[config.mk]
export PLATFORM = sky130hd
export DESIGN_NAME = push_conditioner
export DESIGN_NICKNAME = d
export VERILOG_FILES = /design/src/rtl/push_conditioner.sv
export SDC_FILE = /design/constraint.sdc
export NUM_CORES = 1
export LEC_CHECK = 0
export BUFFER_PORTS_ARGS = -buffer_cell sky130_fd_sc_hd__buf_2
export CORE_MARGIN = 2
export CORE_UTILIZATION = 45
export CTS_CLUSTER_DIAMETER = 50
export CTS_CLUSTER_SIZE = 30
export DETAILED_ROUTE_END_ITERATION = 8
export SKIP_LAST_GASP = 1
export SLEW_MARGIN = 20
export SYNTH_ARGS = -nofsm -noshare
export SYNTH_HDL_FRONTEND = slang
export SYNTH_SLANG_ARGS = --single-unit
[constraint.sdc]
create_clock -name clk -period 4.65 [get_ports clk]
set_input_delay 0 -clock clk [delete_from_list [all_inputs] [get_ports clk]]
set_output_delay 0 -clock clk [all_outputs]
set_load 0.01 [all_outputs]
[src/rtl/push_conditioner.sv]
// push_conditioner: per-button 2-flop synchronizer, debounce FSM and level/press/release pulses.
// Define PUSH_AUTOREPEAT_EN to build hold-to-repeat; without it btn_repeat is tied to 0.
module push_conditioner #(
  parameter int N_BTN           = 5,
  parameter int DEBOUNCE_CYCLES = 20000,
  parameter int REPEAT_DELAY    = 5000000,
  parameter int REPEAT_PERIOD   = 1000000
) (
  input  logic             clk,
  input  logic             resetn,
  input  logic [N_BTN-1:0] push_raw,
  output logic [N_BTN-1:0] btn_level,
  output logic [N_BTN-1:0] btn_press,
  output logic [N_BTN-1:0] btn_release,
  output logic [N_BTN-1:0] btn_repeat,
  output logic [N_BTN-1:0] btn_act
);

  typedef enum logic [1:0] {
    IDLE        = 2'd0,
    DEB_PRESS   = 2'd1,
    HELD        = 2'd2,
    DEB_RELEASE = 2'd3
  } state_t;

  localparam logic [23:0] DEB_LAST = 24'(DEBOUNCE_CYCLES - 1);

  logic [N_BTN-1:0] r_sync1;
  logic [N_BTN-1:0] r_sync2;

  always_ff @(posedge clk or negedge resetn) begin
    if (!resetn) begin
      r_sync1 <= '0;
      r_sync2 <= '0;
    end else begin
      r_sync1 <= push_raw;
      r_sync2 <= r_sync1;
    end
  end

  for (genvar gi = 0; gi < N_BTN; gi++) begin : g_btn
    state_t      r_state;
    state_t      w_state_nxt;
    logic [23:0] r_cnt;
    logic [23:0] w_cnt_nxt;
    logic        r_level;
    logic        w_level_nxt;
    logic        r_press;
    logic        w_press_nxt;
    logic        r_release;
    logic        w_release_nxt;
    logic        w_s;

    assign w_s = r_sync2[gi];

    always_comb begin
      w_state_nxt   = r_state;
      w_cnt_nxt     = r_cnt;
      w_level_nxt   = r_level;
      w_press_nxt   = 1'b0;
      w_release_nxt = 1'b0;
      case (r_state)
        IDLE: begin
          if (w_s) begin
            w_state_nxt = DEB_PRESS;
            w_cnt_nxt   = 24'd1;
          end
        end
        DEB_PRESS: begin
          if (!w_s) begin
            w_state_nxt = IDLE;
          end else if (r_cnt == DEB_LAST) begin
            w_state_nxt = HELD;
            w_level_nxt = 1'b1;
            w_press_nxt = 1'b1;
          end else begin
            w_cnt_nxt = r_cnt + 24'd1;
          end
        end
        HELD: begin
          if (!w_s) begin
            w_state_nxt = DEB_RELEASE;
            w_cnt_nxt   = 24'd1;
          end
        end
        DEB_RELEASE: begin
          if (w_s) begin
            w_state_nxt = HELD;
          end else if (r_cnt == DEB_LAST) begin
            w_state_nxt   = IDLE;
            w_level_nxt   = 1'b0;
            w_release_nxt = 1'b1;
          end else begin
            w_cnt_nxt = r_cnt + 24'd1;
          end
        end
        default: w_state_nxt = IDLE;
      endcase
    end

    always_ff @(posedge clk or negedge resetn) begin
      if (!resetn) begin
        r_state   <= IDLE;
        r_cnt     <= '0;
        r_level   <= 1'b0;
        r_press   <= 1'b0;
        r_release <= 1'b0;
      end else begin
        r_state   <= w_state_nxt;
        r_cnt     <= w_cnt_nxt;
        r_level   <= w_level_nxt;
        r_press   <= w_press_nxt;
        r_release <= w_release_nxt;
      end
    end

    assign btn_level[gi]   = r_level;
    assign btn_press[gi]   = r_press;
    assign btn_release[gi] = r_release;

`ifdef PUSH_AUTOREPEAT_EN
    // Reload wraps modulo 2^24, so PERIOD > DELAY still lands on DELAY after PERIOD steps.
    localparam logic [23:0] REP_DELAY  = 24'(REPEAT_DELAY);
    localparam logic [23:0] REP_RELOAD = 24'(REPEAT_DELAY - REPEAT_PERIOD);

    logic [23:0] r_rep_cnt;
    logic [23:0] w_rep_cnt_nxt;
    logic [23:0] w_rep_inc;
    logic        r_repeat;
    logic        w_repeat_nxt;

    assign w_rep_inc = r_rep_cnt + 24'd1;

    always_comb begin
      w_rep_cnt_nxt = r_rep_cnt;
      w_repeat_nxt  = 1'b0;
      if (w_press_nxt) begin
        w_rep_cnt_nxt = '0;
      end else if (r_state == HELD && w_s) begin
        if (w_rep_inc == REP_DELAY) begin
          w_repeat_nxt  = 1'b1;
          w_rep_cnt_nxt = REP_RELOAD;
        end else begin
          w_rep_cnt_nxt = w_rep_inc;
        end
      end
    end

    always_ff @(posedge clk or negedge resetn) begin
      if (!resetn) begin
        r_rep_cnt <= '0;
        r_repeat  <= 1'b0;
      end else begin
        r_rep_cnt <= w_rep_cnt_nxt;
        r_repeat  <= w_repeat_nxt;
      end
    end

    assign btn_repeat[gi] = r_repeat;
`else
    assign btn_repeat[gi] = 1'b0;
`endif
  end

  assign btn_act = btn_press | btn_repeat;

endmodule

-- Word level (Yosys, flattened, before mapping)
Index checks and enable logic that the tools add are counted.
- output and inout bits: 25
- logic and storage cells: 232
- register bits after elaboration: 155
- equality and inequality tests: 60
- mux-type cells: 115
- reductions and logical operators: 25
- add/sub/neg operators: 5
- operators with widths (operator ; number):
    $mux 24 ; 25
    $pmux 24 s4 ; 5
    $add 24x1->24 const B ; 5
    $eq 24x15->1 const B ; 5
    $mux 2 ; 30
    $ne 2x2->1 const B ; 30
    $mux 1 ; 45
    $pmux 2 s4 ; 5
    $reduce_and 4->1 ; 10
    $ne 3x3->1 const B ; 10
    $reduce_and 5->1 ; 5
    $eq 2x2->1 const B ; 10
    $eq 2x1->1 const B ; 5
    $logic_not 2->1 ; 5
    $pmux 1 s2 ; 5
    $reduce_bool 2->1 ; 5

-- Longest topological paths before layout
- depth in word-level cells: 4
- gate-level depth with buffers: 8

-- Worst setup path before layout
No wires, ideal clock.
- kind: reg2reg
- start: reg g_btn[3].r_cnt[21]
- end: reg g_btn[3].r_cnt[0]
- clock period less this slack: 2.340 ns
- data arrival time: 2.215 ns
- path slack: 2.310 ns
- cell stages (with the launch flop): 7
- cells stage by stage: dfrtp_1 > or4_1 > or4_1 > clkbuf_1 > o21ai_2 > buf_4 > mux2_2
- longest elaborated chain between the ends: 4
- ends and longest elaborated chain (item ; RTL line ; RTL):
    from (decl) ; 44 ; logic [23:0] r_cnt;
    from (signal assigned) ; 110 ; r_cnt <= w_cnt_nxt;
    $eq 24x15->1 * ; 72, 89 ;
    $mux 24 * ; -- ;
    $mux 24 (on tied branches) ; -- ;
    $pmux 24 s4 * ; -- ;
Mark *: on every way between the ends. The rest lies on a longest branch, timed or not. The select of a mux whose other input is x is not followed.
A chain may end at the register's enable or synchronous reset.

-- Worst setup path in the final report
- start: reg g_btn[3].r_cnt[0]
- end: reg g_btn[3].r_cnt[20]
- longest elaborated chain between the ends: 4
- ends and longest elaborated chain (item ; RTL line ; RTL):
    $add 24x1->24 / $eq 24x15->1 (equally long branches) ; -- ;
    $mux 24 * ; 72, 89 ;
    $mux 24 (on tied branches) ; 87, 70 ;
    $pmux 24 s4 * ; 62 ; case (r_state)
Marked as above.

==> impl_metrics.ini <==
[critical_path]
crit_arrival_ps = 3310
startpoint = g_btn[3].r_cnt[0]$_DFFE_PN0P_
end_kind = flip-flop
r2r_cells = 6
rr_startpoint = g_btn[3].r_cnt[0]$_DFFE_PN0P_
ff2ff_setup_slack_ps = 1660
critPathCapture = g_btn[3].r_cnt[20]$_DFFE_PN0P_
criticalPathCategory = reg2reg
cp_data_required_time_ps = 4960
r2r-end = g_btn[3].r_cnt[20]$_DFFE_PN0P_
path_max_fanout = 28
crit_path_start_kind = flip-flop

[synthesis]
yosysTopAreaCellShare = 0.461
yosysMostFrequentCell = dfrtp_1
synth-seq-cells = 155
ys_top_cells_by_area = dfrtp_1, nand2_1, nand3_1, o21ai_0, nor2_1
synth_top_area_cell = dfrtp_1
async_flop_share = 1.00
synth_edf_count = 0
ys_warn_count = 0
ys_seq_area_frac = 0.461
synth_commonest_cells = dfrtp_1, nand2_1, nor2_1, nand3_1, o21ai_0
synth_area_um2 = 8410
avgSynthCellArea_um2 = 9.01
synth.distinct_cells = 60
ys.flop_type = dfrtp_1
netlist_instances = 934

[min_path]
holdCritPathClass = in2async

[sta]
worstMarginPinSlew_ps = 1070
fmax_ghz = 0.334
finalCriticalPeriod_ps = 2990
rsz0062_at_grt = false
hold_violations = 0
period_share = 0.644
final-setup-viol-count = 0
tns_ps = 0
slew_violations = 0
fin_skew_ps = 11.0
slew_headroom = 0.284
setup_ws_ps = 1660
holdWs_ps = 123

[cts]
h-tree-depth = 4
cts_max_path_buffers = 2
cts_tree = done
cts_buffers = 17
root_buffer = clkbuf_16
cts-resized-gates = 0
cts.clk_slew.worst_paths_ps = 70
clkLatencyLatePin_ps = 430
cts.sinks = 155

[global_route]
antenna_found_initial = 0
grt_pass1_wl_um = 30700
grt_pass1_vias = 6154
grt_use_total = 0.187
grt_overflow = 0
grt_max_degree = 69

[detailed_routing]
routed_wl_um = 17800
vias = 6847
viasPerCell = 5.84
drtIter0Drc = 506
drc = 0
dr.pass1.iters = 4
ant_nets = 0
wl_per_cell_um = 15.2

[placement]
post_dp_cell_area_um2 = 8540
port_buffers = 26
placed_cells = 1134
gp_congestion = 0.858
dpl.hpwl_um = 11500
pre_cts_ws_ps = 1680

[layout]
drive_above_1_share = 0.0842
nets = 937
syn_to_final_growth_pct = 9.58
fill_cells = 1729
design_area_um2 = 9220
final_cells = 1172
diodes = 0

[power]
power.density_nw_per_um2 = 340
peakVddDrop_v = 0.000266
leakage_nw = 3.87

[run_status]
outcome = finished clean

[floorplanning]
core-area_um2 = 18500
die-area_um2 = 19800
initial_core_util = 0.454
num_rows = 50
ioPinCount = 32
die_w_um = 141
fp.dieH_um = 141

[job]
maxCapViolCount = 0
## where the power goes
| group | leakage, nW | switching [mW] | internal, mW |
|---|---|---|---|
| sequential | 2.10 | 0.0899 | 1.41 |
| clock | 0.288 | 0.580 | 0.865 |
| combinational | 1.48 | 0.121 | 0.0751 |
| total | 3.87 | 0.791 | 2.35 |
## area by class of cell
| cell class | count | area [um^2] | area share |
|---|---|---|---|
| flip-flops and latches | 155 | 3880 | 0.421 |
| inverters | 28 | 105 | 0.0114 |
| clock buffers | 20 | 447 | 0.0485 |
| well taps | 234 | 293 | 0.0318 |
| multi-input cells | 685 | 4090 | 0.444 |
| clock inverters | 12 | 161 | 0.0175 |
| repair buffers | 38 | 241 | 0.0262 |
## worst max-delay path, stage by stage (launching register included)
cell     delay (ps)
dfrtp_1         380
ha_1            220
nand4_1         250
or4_1           710
o21ai_2         890
nor4_1          120
mux2_2          310
## sequential cells by signal, indices dropped and copies added (netlist names), named ones only
name             cells
g_btn.r_release      5
g_btn.r_cnt        120
r_sync1              5
r_sync2              5
g_btn.r_state        5
g_btn.r_press        5
g_btn.r_level        5
## metal layers
metal / wire length [um] / track usage / share of wire / vias to the layer above
met5: 0 / 0 / 0 / -
met4: 232 / 0.0537 / 0.013 / 0
met3: 533 / 0.0367 / 0.030 / 18
met2: 7980 / 0.281 / 0.45 / 107
met1: 9080 / 0.276 / 0.51 / 3311
li1: - / - / - / 3411
## timing repair
item	4_1_cts	5_1_grt
setup endpoints to repair	0	0
setup buffers	0	0
endpoints found under the hold margin	71	0
hold buffers	6	0
## metrics by stage
step                       util  power (mW)
after detailed placement  0.461        1.71
final                     0.498        3.14
after floorplan               -        1.64
after CTS                 0.497        3.17
after global placement    0.461        1.71
after global routing      0.498        3.28
## cells in the final DEF (no fill, tap or decap), types with 5 or more instances in the layout
cell,count
ha_1,5
a31oi_1,10
nand2_1,116
o211ai_1,13
inv_1,27
nor3_1,37
buf_4,6
a22o_1,14
and2_1,5
xnor2_1,17
mux2i_1,16
or4_1,22
a21oi_1,33
or3_1,11
o221ai_1,8
and4_1,13
clkbuf_16,17
nor4b_1,14
o31ai_1,6
a21o_1,5
nand3_1,65
nand4_1,33
a41oi_1,5
nor4_1,25
buf_2,25
nor2_1,68
o21ai_0,55
xor2_1,9
dlygate4sd3_1,6
conb_1,5
a211o_1,5
and3_1,19
dfrtp_1,155
## how the worst min path moves through the flow
stage,slack [ps],from,to,cells past startpoint
global placement,40,resetn,g_btn[3].r_press$_DFF_PN0_,1
detailed placement,40,resetn,g_btn[3].r_press$_DFF_PN0_,1
floorplan,-300,resetn,asynchronous set/reset pin,0
CTS,150,resetn,g_btn[3].r_press$_DFF_PN0_,2
finish,120,resetn,g_btn[3].r_press$_DFF_PN0_,2
global route,180,resetn,g_btn[3].r_release$_DFF_PN0_,2
## cells by family (layout without fill, tap and decap cells)
kind of cell | Yosys count | count (layout) | share of synthesized area
AO/OA/AOI/OAI | 182 | 182 | 0.145
AND/OR/NAND/NOR | 445 | 445 | 0.276
adder cells (fa/ha/maj) | 5 | 5 | 0.00744
buffers and inverters | 98 | 98 | 0.0565
XOR/XNOR | 28 | 28 | 0.0292
flip-flops | 155 | 155 | 0.461
multiplexers | 20 | 20 | 0.0244
other | 1 | 5 | 0.000446
Power figures use the tool's default switching activity.
